[src/rtl/alu_seq_pkg.sv]
// Shared types for the ALU operation sequencer: opcodes, FSM states and the
// bundle of ALU control lines.
package alu_seq_pkg;

    typedef enum logic [3:0] {
        OP_ADD  = 4'd0,
        OP_ADC  = 4'd1,
        OP_SUB  = 4'd2,
        OP_SBC  = 4'd3,
        OP_NEG  = 4'd4,
        OP_MOVB = 4'd5,
        OP_AND  = 4'd6,
        OP_OR   = 4'd7,
        OP_XOR  = 4'd8,
        OP_NOT  = 4'd9,
        OP_NAND = 4'd10,
        OP_NOR  = 4'd11,
        OP_LSL  = 4'd12,
        OP_LSR  = 4'd13,
        OP_ASR  = 4'd14,
        OP_LLI  = 4'd15
    } op_e;

    typedef enum logic [1:0] {
        IDLE = 2'd0,
        EXEC = 2'd1,
        CAPT = 2'd2
    } state_e;

    typedef struct packed {
        logic cin;
        logic sub;
        logic zero_a;
        logic fa_out;
        logic and_op;
        logic or_op;
        logic xor_op;
        logic not_op;
        logic nand_op;
        logic nor_op;
        logic sh_out;
        logic sh_l;
        logic sh_r;
        logic sh_b;
        logic sh_sign_in;
        logic sh8;
        logic sh4;
        logic sh2;
        logic sh1;
        logic sign;
        logic lli;
        logic alu_enable;
    } alu_ctrl_t;

    // Only the adder-based opcodes produce a meaningful carry.
    function automatic logic is_arith(op_e op);
        return (op <= OP_MOVB);
    endfunction

endpackage

[src/rtl/alu_op_decode.sv]
// Combinational opcode decoder: maps an opcode, shift amount, sign bit and
// current carry flag onto the full set of ALU control lines.
module alu_op_decode
    import alu_seq_pkg::*;
(
    input  op_e        op,
    input  logic [3:0] sh_amt,
    input  logic       b_sign,
    input  logic       flag_c,
    output alu_ctrl_t  ctrl
);

    always_comb begin
        ctrl            = '0;
        ctrl.alu_enable = 1'b1;
        case (op)
            OP_ADD:  ctrl.fa_out = 1'b1;
            OP_ADC: begin
                ctrl.fa_out = 1'b1;
                ctrl.cin    = flag_c;
            end
            OP_SUB: begin
                ctrl.fa_out = 1'b1;
                ctrl.sub    = 1'b1;
                ctrl.cin    = 1'b1;
            end
            OP_SBC: begin
                ctrl.fa_out = 1'b1;
                ctrl.sub    = 1'b1;
                ctrl.cin    = flag_c;
            end
            OP_NEG: begin
                ctrl.fa_out = 1'b1;
                ctrl.sub    = 1'b1;
                ctrl.zero_a = 1'b1;
                ctrl.cin    = 1'b1;
            end
            OP_MOVB: begin
                ctrl.fa_out = 1'b1;
                ctrl.zero_a = 1'b1;
            end
            OP_AND:  ctrl.and_op  = 1'b1;
            OP_OR:   ctrl.or_op   = 1'b1;
            OP_XOR:  ctrl.xor_op  = 1'b1;
            OP_NOT:  ctrl.not_op  = 1'b1;
            OP_NAND: ctrl.nand_op = 1'b1;
            OP_NOR:  ctrl.nor_op  = 1'b1;
            OP_LSL: begin
                ctrl.sh_out = 1'b1;
                ctrl.sh_l   = 1'b1;
                {ctrl.sh8, ctrl.sh4, ctrl.sh2, ctrl.sh1} = sh_amt;
            end
            OP_LSR: begin
                ctrl.sh_out = 1'b1;
                ctrl.sh_r   = 1'b1;
                ctrl.sh_b   = 1'b1;
                {ctrl.sh8, ctrl.sh4, ctrl.sh2, ctrl.sh1} = sh_amt;
            end
            OP_ASR: begin
                ctrl.sh_out     = 1'b1;
                ctrl.sh_r       = 1'b1;
                ctrl.sh_b       = 1'b1;
                ctrl.sh_sign_in = b_sign;
                {ctrl.sh8, ctrl.sh4, ctrl.sh2, ctrl.sh1} = sh_amt;
            end
            OP_LLI: begin
                ctrl.sh_out = 1'b1;
                ctrl.lli    = 1'b1;
            end
            default: ctrl = '0;
        endcase
    end

endmodule

[src/rtl/alu_op_sequencer.sv]
// Sequencer in front of the ALU slice array: registers decoded controls for a
// settle window, captures the result and maintains the C/Z/N status register.
module alu_op_sequencer
    import alu_seq_pkg::*;
#(
    parameter int SETTLE_CYCLES = 1,
    parameter int WIDTH         = 16
) (
    input  logic             Clock,
    input  logic             Reset,
    input  logic             Start,
    input  logic [3:0]       Op,
    input  logic [3:0]       ShAmt,
    input  logic             BSign,
    output logic             Busy,
    output logic             Done,
    output logic             CIn,
    output logic             SUB,
    output logic             ZeroA,
    output logic             FAOut,
    output logic             AND,
    output logic             OR,
    output logic             XOR,
    output logic             NOT,
    output logic             NAND,
    output logic             NOR,
    output logic             ShOut,
    output logic             ShL,
    output logic             ShR,
    output logic             ShB,
    output logic             ShSignIn,
    output logic             Sh1,
    output logic             Sh2,
    output logic             Sh4,
    output logic             Sh8,
    output logic             Sign,
    output logic             LLI,
    output logic             ALUEnable,
    input  logic [WIDTH-1:0] ALUOut,
    input  logic             COut,
    input  logic             nZ,
    input  logic             Sum,
    output logic [WIDTH-1:0] Result,
    output logic             FlagC,
    output logic             FlagZ,
    output logic             FlagN,
    output logic [1:0]       dbg_state
);

    localparam logic [3:0] CNT_LOAD = 4'(SETTLE_CYCLES - 1);

    state_e           state_q, state_d;
    logic [3:0]       cnt_q;
    op_e              op_q;
    alu_ctrl_t        ctrl_q, ctrl_d;
    logic             busy_q, done_q;
    logic [WIDTH-1:0] result_q;
    logic             flag_c_q, flag_z_q, flag_n_q;
    logic             accept, capture;

    alu_op_decode u_decode (
        .op     (op_e'(Op)),
        .sh_amt (ShAmt),
        .b_sign (BSign),
        .flag_c (flag_c_q),
        .ctrl   (ctrl_d)
    );

    always_ff @(posedge Clock or posedge Reset) begin
        if (Reset) state_q <= IDLE;
        else       state_q <= state_d;
    end

    always_comb begin
        state_d = state_q;
        accept  = 1'b0;
        capture = 1'b0;
        case (state_q)
            IDLE: if (Start) begin
                state_d = EXEC;
                accept  = 1'b1;
            end
            EXEC: if (cnt_q == 4'd0) state_d = CAPT;
            CAPT: begin
                state_d = IDLE;
                capture = 1'b1;
            end
            default: state_d = IDLE;
        endcase
    end

    // Controls only move on the accept and capture edges so the ALU sees
    // glitch-free lines for the whole settle window.
    always_ff @(posedge Clock or posedge Reset) begin
        if (Reset) begin
            cnt_q    <= '0;
            op_q     <= OP_ADD;
            ctrl_q   <= '0;
            busy_q   <= 1'b0;
            done_q   <= 1'b0;
            result_q <= '0;
            flag_c_q <= 1'b0;
            flag_z_q <= 1'b0;
            flag_n_q <= 1'b0;
        end else begin
            done_q <= capture;
            if (accept) begin
                ctrl_q <= ctrl_d;
                op_q   <= op_e'(Op);
                cnt_q  <= CNT_LOAD;
                busy_q <= 1'b1;
            end else if (state_q == EXEC && cnt_q != 4'd0) begin
                cnt_q <= cnt_q - 4'd1;
            end
            if (capture) begin
                ctrl_q   <= '0;
                busy_q   <= 1'b0;
                result_q <= ALUOut;
                flag_z_q <= ~nZ;
                flag_n_q <= Sum;
                if (is_arith(op_q)) flag_c_q <= COut;
            end
        end
    end

    assign Busy      = busy_q;
    assign Done      = done_q;
    assign Result    = result_q;
    assign FlagC     = flag_c_q;
    assign FlagZ     = flag_z_q;
    assign FlagN     = flag_n_q;
    assign dbg_state = state_q;

    assign CIn       = ctrl_q.cin;
    assign SUB       = ctrl_q.sub;
    assign ZeroA     = ctrl_q.zero_a;
    assign FAOut     = ctrl_q.fa_out;
    assign AND       = ctrl_q.and_op;
    assign OR        = ctrl_q.or_op;
    assign XOR       = ctrl_q.xor_op;
    assign NOT       = ctrl_q.not_op;
    assign NAND      = ctrl_q.nand_op;
    assign NOR       = ctrl_q.nor_op;
    assign ShOut     = ctrl_q.sh_out;
    assign ShL       = ctrl_q.sh_l;
    assign ShR       = ctrl_q.sh_r;
    assign ShB       = ctrl_q.sh_b;
    assign ShSignIn  = ctrl_q.sh_sign_in;
    assign Sh1       = ctrl_q.sh1;
    assign Sh2       = ctrl_q.sh2;
    assign Sh4       = ctrl_q.sh4;
    assign Sh8       = ctrl_q.sh8;
    assign Sign      = ctrl_q.sign;
    assign LLI       = ctrl_q.lli;
    assign ALUEnable = ctrl_q.alu_enable;

endmodule

[config.mk]
export PLATFORM = sky130hd
export DESIGN_NAME = alu_op_sequencer
export DESIGN_NICKNAME = d
export VERILOG_FILES = /design/src/rtl/alu_seq_pkg.sv /design/src/rtl/alu_op_decode.sv /design/src/rtl/alu_op_sequencer.sv
export SDC_FILE = /design/constraint.sdc
export NUM_CORES = 1
export LEC_CHECK = 0
export CORE_MARGIN = 2
export CORE_UTILIZATION = 45
export CTS_CLUSTER_SIZE = 25
export DETAILED_ROUTE_END_ITERATION = 16
export GPL_ROUTABILITY_DRIVEN = 0
export PLACE_DENSITY = 0.81
export SETUP_SLACK_MARGIN = 0.15
export SYNTH_ARGS = -nofsm -noshare
export SYNTH_HDL_FRONTEND = slang
export SYNTH_SLANG_ARGS = --single-unit
[constraint.sdc]
create_clock -name Clock -period 2.3 [get_ports Clock]
set_input_delay 0.46 -clock Clock [delete_from_list [all_inputs] [get_ports Clock]]
set_output_delay 0.46 -clock Clock [all_outputs]
set_load 0.02 [all_outputs]
==> impl_metrics.env <==
export IMPL_status="finished, final reports clean"
export IMPL_dp_hpwl_um=3060
export IMPL_hold_viol_final=0
export IMPL_grt_met3_usage=0.0506
export IMPL_ant_nets=0
export IMPL_r2r_start="dbg_state[1]"
export IMPL_chipWidth_um=71.8
export IMPL_drive_gt1_frac=0.163
export IMPL_syn_nets=192
export IMPL_fp_dieArea_um2=5160
export IMPL_timing_slew_headroom=0.510
export IMPL_synthCells=159
export IMPL_fin_crit_ns=2.06
export IMPL_p_leak_nw=1.26
export IMPL_hold_buffers=0
export IMPL_crit_family="buffers and inverters"
export IMPL_wl_per_cell_um=14.7
export IMPL_grt_busiest_layer="met1"
export IMPL_cts_root_buf="clkbuf_8"
export IMPL_ctsHtreeMaxLevel=2
export IMPL_cts_resized=0
export IMPL_arrival_ns=1.60
export IMPL_hold_path_startpoint="ShOut"
export IMPL_yosysSeqAreaShare=0.593
export IMPL_path_cells="clkdlybuf4s50_1"
export IMPL_crit_buf_inv=1
export IMPL_cts_max_path_buffers=2
export IMPL_clock_sinks=49
export IMPL_n_antenna_cell=0
export IMPL_drtIter0Drc=81
export IMPL_drt_wl_total_um=4190
export IMPL_drc=0
export IMPL_core_area_um2=4380
export IMPL_setup_viol=0
export IMPL_cp_end_kind="output pin"
export IMPL_antenna_found_initial=0
export IMPL_firstDrtPassIters=4
export IMPL_synth_cell_types=35
export IMPL_track_usage=0.179
export IMPL_worstSkewPairLatency_ns=0.30
export IMPL_viasPerCell=5.21
export IMPL_grt_pass1_wl_um=7130
export IMPL_path_class="register to output pin"
export IMPL_cts_tree="yes"
export IMPL_holdWs_ns=0.491
export IMPL_fin_setup_tns_ns=0
export IMPL_startpoint="dbg_state[1]"
export IMPL_fillers=350
export IMPL_path_clk_slew_ns=0.09
export IMPL_critPathLaunchType="register"
export IMPL_cts_buffers_inserted=5
export IMPL_grt_use_met2=0.249
export IMPL_clock_skew_ns=0.00436
export IMPL_max_cap_viol_count=0
export IMPL_finalCritPeriodShare=0.895
export IMPL_fmax_mhz=486
export IMPL_post_cts_buffers=0
export IMPL_area_growth_pct=40.1
export IMPL_power_density_nw_per_um2=897
export IMPL_fin_nets=265
export IMPL_hold_path_class="register to register"
export IMPL_max_stage_delay_ns=0.69
export IMPL_grt_pass1_vias=1477
export IMPL_grt_max_degree=25
export IMPL_rows=24
export IMPL_ys_warn_count=0
export IMPL_slew_violations=0
export IMPL_syn_avg_cell_area_um2=13.0
export IMPL_cp_slowest_cell="clkdlybuf4s50_1"
export IMPL_register_area_um2=1230
export IMPL_multiInputGateArea_um2=714
export IMPL_grt_setup_unrepaired="no"
export IMPL_tightest_slew_ns=0.735
export IMPL_crit_fanout=12
export IMPL_start_util=0.472
export IMPL_port_buffers=74
export IMPL_grt_use_met1=0.260
export IMPL_die_y_um=71.8
export IMPL_vdd_ir_drop_max_mv=0.582
export IMPL_yosys_register_bits=49
export IMPL_netlist_area_um2=2070
export IMPL_grt_overflow_total=0
export IMPL_via_count=1485
export IMPL_required_ns=1.84
export IMPL_ioPinCount=76
[layout make-up]
| class | count | share of cell area |
|---|---|---|
| Clock buffer | 5 | 0.0237 |
| Multi-Input combinational cell | 89 | 0.246 |
| Tap cell | 52 | 0.0224 |
| Timing Repair Buffer | 79 | 0.268 |
| Inverter | 8 | 0.0104 |
| Sequential cell | 49 | 0.423 |
| Clock inverter | 3 | 0.00604 |
[logic make-up after synthesis]
kind of cell,count (synthesis),share of synthesized area
buffers and inverters,21,0.0623
other,1,0.00181
flip-flops,49,0.593
multiplexers,22,0.118
adder cells (fa/ha/maj),2,0.0121
AND/OR/NAND/NOR,33,0.0907
XOR/XNOR,2,0.00847
AO/OA/AOI/OAI,29,0.114
[per-layer routing]
layer / vias to the layer above / routed length [um]
met1: 711 / 1920
met2: 64 / 1850
met5: - / 0
met4: 0 / 74
li1: 703 / -
met3: 7 / 344
[stage by stage]
| step | std cells | setup WS (ns) | util | total power [mW] | cell area, um^2 |
|---|---|---|---|---|---|
| 2_1_floorplan | 159 | 0.667 | - | 1.67 | 2070 |
| 3_3_place_gp | 277 | 0.349 | 0.642 | 2.11 | 2810 |
| 3_5_place_dp | 277 | 0.315 | 0.642 | 2.13 | 2810 |
| 4_1_cts | 285 | 0.237 | 0.662 | 2.63 | 2900 |
| 5_1_grt | 285 | 0.163 | 0.662 | 2.75 | 2900 |
| 6_report | 285 | 0.240 | 0.662 | 2.60 | 2900 |
[sequential cells by signal (all words and copies together) (netlist names), 2 cells and up]
signal	count
Result	16
cnt_q	4
dbg_state	2
op_q	3
[report_power, final]
group | internal (mW) | switching (mW)
Combinational | 0.506 | 0.445
Sequential | 1.05 | 0.109
Clock | 0.210 | 0.285
[cell usage in the layout, fill, tap and decap left out, types with 4 or more instances in the layout]
| cell type | netlist | routed |
|---|---|---|
| o21ai_0 | 4 | 4 |
| buf_4 | 6 | 5 |
| a32o_1 | 9 | 9 |
| dfrtp_1 | 49 | 49 |
| inv_1 | 7 | 6 |
| nor2_1 | 5 | 5 |
| clkdlybuf4s50_1 | 0 | 74 |
| mux2_2 | 19 | 19 |
| a22o_1 | 7 | 7 |
| nand2_1 | 15 | 15 |
| clkbuf_8 | 0 | 5 |
[worst paths after layout]
check                               endpoint  slack [ns]  cells past startpoint
worst max-delay path            dbg_state[1]        0.24                      1
worst min-delay path                   ShOut        0.49                      1
worst max register to register     Result[8]        0.75                      3
worst min register to register         ShOut        0.49                      1
max in group asynchronous                Sh4        1.22                      3
min in group asynchronous            op_q[2]        0.50                      2
[synth_stat cells, drive strengths merged]
cell	n	area (um^2)
nor4b	1	23.8
xor2	1	8.76
and3	1	6.26
o311ai	1	8.76
nor2b	1	8.76
o211ai	1	7.51
a311o	1	10.0
conb	1	3.75
nand2	15	56.3
o21bai	1	11.3
clkbuf	1	5.00
nor3	3	15.0
xnor2	1	8.76
mux2i	3	30.0
ha	2	25.0
nor2	5	18.8
inv	8	30.0
nand4b	1	8.76
a22o	7	61.3
or3b	1	8.76
nand3	2	10.0
a21oi	3	15.0
dfrtp	49	1230
nand3b	1	7.51
nand4bb	1	11.3
mux2	19	214
o21ai	5	25.0
a32o	9	90.1
nor3b	1	12.5
buf	12	93.8
a21o	1	7.51
Power figures use the tool's default switching activity.
